**src/rtl/alu_issue_stage.sv**
```systemverilog
// Decode/operand stage feeding an external combinational ALU and writing back its result.
// Optional ZERO_REG_EN: R0 reads as zero on every read path and ignores writes.
module alu_issue_stage #(
    parameter int NUM_REGS = 16,
    parameter int DATA_W   = 16
) (
    input  logic              clk,
    input  logic              rst_n,
    input  logic              instr_valid,
    input  logic [15:0]       instr,
    output logic              instr_ready,
    output logic [DATA_W-1:0] alu_a,
    output logic [DATA_W-1:0] alu_b,
    output logic [7:0]        alu_opcode,
    input  logic [DATA_W-1:0] alu_c,
    input  logic [4:0]        alu_flags,
    output logic [4:0]        psr_flags,
    output logic              wb_valid,
    output logic [3:0]        wb_addr,
    output logic [DATA_W-1:0] wb_data,
    input  logic [3:0]        dbg_addr,
    output logic [DATA_W-1:0] dbg_data
);

    typedef enum logic {S_IDLE, S_EXEC} state_t;

    state_t                           r_state, w_next;
    logic [NUM_REGS-1:0][DATA_W-1:0]  r_regs;
    logic [DATA_W-1:0]                r_a, r_b, r_wb_data;
    logic [7:0]                       r_op;
    logic [3:0]                       r_dest, r_wb_addr;
    logic [4:0]                       r_psr;
    logic                             r_wb_valid;

    logic [DATA_W-1:0] w_rd_a, w_rd_src, w_rd_dbg, w_imm, w_b;
    logic              w_accept, w_wb, w_we, w_is_cmp;

    function automatic logic [DATA_W-1:0] rd(input logic [3:0] addr,
                                             input logic [NUM_REGS-1:0][DATA_W-1:0] regs);
`ifdef ZERO_REG_EN
        if (addr == 4'd0) return '0;
`endif
        return regs[addr];
    endfunction

    assign w_rd_a   = rd(instr[11:8], r_regs);
    assign w_rd_src = rd(instr[3:0], r_regs);
    assign w_rd_dbg = rd(dbg_addr, r_regs);

    // ADDUI zero-extends its immediate; every other immediate op sign-extends.
    assign w_imm = (instr[15:12] == 4'h6) ? {{(DATA_W-8){1'b0}}, instr[7:0]}
                                          : {{(DATA_W-8){instr[7]}}, instr[7:0]};
    assign w_b   = (instr[15:12] == 4'h0) ? w_rd_src : w_imm;

    assign w_is_cmp = (r_op == 8'h0B) || (r_op[7:4] == 4'hB);
    assign w_wb     = (r_state == S_EXEC) && (r_op != 8'h00);
`ifdef ZERO_REG_EN
    assign w_we     = w_wb && !w_is_cmp && (r_dest != 4'd0);
`else
    assign w_we     = w_wb && !w_is_cmp;
`endif
    assign w_accept = instr_ready && instr_valid;

    always_comb begin
        w_next      = r_state;
        instr_ready = 1'b0;
        case (r_state)
            S_IDLE: begin
                instr_ready = 1'b1;
                if (instr_valid) w_next = S_EXEC;
            end
            S_EXEC:  w_next = S_IDLE;
            default: w_next = S_IDLE;
        endcase
    end

    always_ff @(posedge clk or negedge rst_n) begin
        if (!rst_n) begin
            r_state    <= S_IDLE;
            r_regs     <= '0;
            r_a        <= '0;
            r_b        <= '0;
            r_op       <= '0;
            r_dest     <= '0;
            r_psr      <= '0;
            r_wb_valid <= 1'b0;
            r_wb_addr  <= '0;
            r_wb_data  <= '0;
        end else begin
            r_state    <= w_next;
            r_wb_valid <= w_wb;
            if (w_accept) begin
                r_a    <= w_rd_a;
                r_b    <= w_b;
                r_op   <= {instr[15:12], instr[7:4]};
                r_dest <= instr[11:8];
            end
            if (w_wb) begin
                r_psr     <= alu_flags;
                r_wb_addr <= r_dest;
                r_wb_data <= alu_c;
            end
            if (w_we) r_regs[r_dest] <= alu_c;
        end
    end

    assign alu_a      = r_a;
    assign alu_b      = r_b;
    assign alu_opcode = r_op;
    assign psr_flags  = r_psr;
    assign wb_valid   = r_wb_valid;
    assign wb_addr    = r_wb_addr;
    assign wb_data    = r_wb_data;
    assign dbg_data   = w_rd_dbg;

endmodule

```
**config.mk**
```make
export PLATFORM = sky130hd
export DESIGN_NAME = alu_issue_stage
export DESIGN_NICKNAME = d
export VERILOG_FILES = /design/src/rtl/alu_issue_stage.sv
export SDC_FILE = /design/constraint.sdc
export NUM_CORES = 1
export LEC_CHECK = 0
export CAP_MARGIN = 20
export CORE_MARGIN = 2
export CORE_UTILIZATION = 55
export DETAILED_ROUTE_END_ITERATION = 10
export PLACE_DENSITY = 0.85
export SLEW_MARGIN = 20
export SYNTH_ARGS = -nofsm -noshare
export SYNTH_HDL_FRONTEND = slang
export SYNTH_SLANG_ARGS = --single-unit
```
**constraint.sdc**
```tcl
create_clock -name clk -period 3.5 [get_ports clk]
set_input_delay 0.525 -clock clk [delete_from_list [all_inputs] [get_ports clk]]
set_output_delay 0.525 -clock clk [all_outputs]
set_load 0.1 [all_outputs]
```
==> metrics.cfg <==
[timing]
min_period_ns = 2.95
rsz0062_at_grt = no
worst_clock_skew_ns = 0.0110
setup_slack_ns = 0.553
slew_headroom_pct = 23.2
setup_tns_ns = 0
final-hold-violation-count = 0
clock.fmax_mhz = 339
tightest_slew_ns = 1.15
finalCritPeriodShare_pct = 84.2
report.final.slew_viol_count = 0
setup_viol_count_final = 0

[routing]
wl_per_cell_um = 29.7
via_count = 12300
drt_pass1_iterations = 7
drt_iter0_markers = 1454
avgViaCountPerCell = 6.98
postRouteWirelength_mm = 52.2
ant_nets = 0
drcViolationCount = 0

[setup_path]
worstSetupPathType = in -> out
crit_arrival_ns = 2.42
cp_max_fo = 20
cp-end-kind = primary output
required_ns = 2.97
start_kind = input port
timing.reg2reg.setup_slack_ns = 0.66

[status]
status = finished, final reports clean

[cts]
cts-root-buf = clkbuf_16
postCtsHoldBufs = 0
cts_tree = yes
clk_pin_slew_ns = 0.06
cts_setup_buffers = 0
ctsResizeCount = 0
cts.sinks = 327
worstSkewPairLatency_ns = 0.52
cts_buffers = 36
clockBufferDepth = 3
htree_num_levels = 2

[placed_design]
dp_slack_ns = 0.571
hpwl_mm = 32.0
gp_congestion = 0.840
portBuffers = 126
postPlaceCellArea_sq_um = 20800

[grt]
globalRouteOverflowTotal = 0
grt_pass1_vias = 13000
antenna_found_initial = 0
grt_usage_pct = 30.1
grt_pass1_wl_mm = 80.0
grt_max_degree = 100

[cells_and_area]
final_area_sq_um = 22000
nets = 1334
layout-drive-gt1-share_pct = 52.0
n_antenna_cell = 0
syn2layout_area_growth_pct = 17.5

[yosys]
synth_xor_area_share_pct = 0.0468
postSynthNetCount = 1210
yosys.area.top_type = dfrtp_1
synth-async-reset-ratio_pct = 100
synthTopCellsByCount = dfrtp_1, mux2_2, mux4_2
synthMuxAreaShare_pct = 46.2
synth_edf_count = 0
synth_top_family_by_area = multiplexers
synth.top_cell.area_share_pct = 43.7
ys_ff_latch = 327
ys_top_cells_by_area = dfrtp_1, mux4_2, mux2_2
ys.flop_type = dfrtp_1
synth.avg_cell_area_sq_um = 16.1
synth_compound_area_share_pct = 3.33
syn-instance-count = 1166
syn_area_sq_um = 18700
yosysWarnings = 0
synth.most_common_cell = dfrtp_1
synthAdderAreaFrac_pct = 0
yosysSeqAreaShare_pct = 43.7
ys_types = 42
synthSimpleGateAreaFrac_pct = 3.69

[die]
die_h_um = 189
initial_core_util_pct = 55.9
ios = 127
core_sq_um = 33500
dieArea_sq_um = 35600
num_rows = 67
die_width_um = 189

[pwr]
p_total_mw = 17.8
power.density_nw_per_um2 = 807
vdd_ir_drop_max_v = 0.000493
p_leak_nw = 9.10

[flow_run]
maxCapViolCount = 0

[min_path]
hold_path.class = in -> async

cell usage in the layout (no fill, tap or decap), types with 3 or more instances in the layout:
cell	n
a31o_2	3
bufinv_16	5
buf_4	59
o21ai_0	27
a211oi_1	3
a22o_1	16
mux2i_1	27
buf_12	26
nor2_1	16
clkinv_2	6
nor4_4	16
or3_1	7
buf_2	4
a22oi_1	14
a221o_1	4
mux2_2	204
o22ai_1	3
a21oi_1	17
mux2_4	100
clkbuf_16	37
clkbuf_1	8
nor2b_1	3
mux4_2	204
or2b_2	3
nand2_1	46
dfrtp_1	327
clkdlybuf4s50_1	102
sequential cells by signal (all words and copies together) (netlist names):
| signal | count |
|---|---|
| wb_addr | 4 |
| psr_flags | 5 |
| r_state | 1 |
| alu_opcode | 8 |
| alu_b | 16 |
| wb_data | 16 |
| r_regs | 256 |
| alu_a | 16 |
| wb_valid | 1 |
| r_dest | 4 |
per-layer routing:
layer	part of all wire, %	global-route usage, %	vias up	wire (um)
met5	0	0	-	0
met4	5.3	15.5	0	2780
met3	10	8.66	197	5380
met2	47	46.8	771	24800
met1	37	38.8	6459	19300
li1	-	-	4854	-
power breakdown:
part           internal (mW)  total [mW]  leakage [nW]  switching [mW]
registers               5.17        6.68          4.11            1.50
clock network           2.34        3.87         0.578            1.52
logic                   3.77        7.22          4.41            3.45
cell families (layout without fill, tap and decap cells):
family | Yosys count | in the layout
XOR/XNOR | 1 | 1
AND/OR/NAND/NOR | 103 | 103
buffers and inverters | 109 | 255
AO/OA/AOI/OAI | 91 | 91
flip-flops | 327 | 327
multiplexers | 535 | 535
area by class of cell:
cell class                      instances  area, sq um
Fill cell                            2235        11500
Multi-Input combinational cell        730        10100
Sequential cell                       327         8180
Timing Repair Buffer                  192         2020
Clock buffer                           47          983
Tap cell                              448          561
Clock inverter                         13          196
Inverter                                3         11.3
critical path, cell delays in order:
cell    delay, ns
buf_4        0.33
buf_12       0.26
mux4_2       0.54
mux4_2       0.55
buf_12       0.20
metrics by stage:
stage	cells	hold slack (ns)	utilization, %
3_3_place_gp	1700	0.485	62.1
4_1_cts	1760	0.0771	65.6
5_1_grt	1760	0.0790	65.6
3_5_place_dp	1700	0.493	62.1
6_report	1760	0.0408	65.6
2_1_floorplan	1166	0.229	-
path summary, 6_finish.rpt:
path                            cells after the start                      start                       end
min in group clk                                    1   psr_flags[4]$_DFFE_PN0P_  psr_flags[4]$_DFFE_PN0P_
worst max-delay path                                5                dbg_addr[0]               dbg_data[9]
max in group asynchronous                           3                      rst_n   r_regs[125]$_DFFE_PN0P_
worst max register to register                      6  alu_opcode[4]$_DFFE_PN0P_    r_regs[50]$_DFFE_PN0P_
worst min-delay path                                1                      rst_n   r_regs[195]$_DFFE_PN0P_
worst min register to register                      1   psr_flags[4]$_DFFE_PN0P_  psr_flags[4]$_DFFE_PN0P_
(Power assumes the default switching activity.)
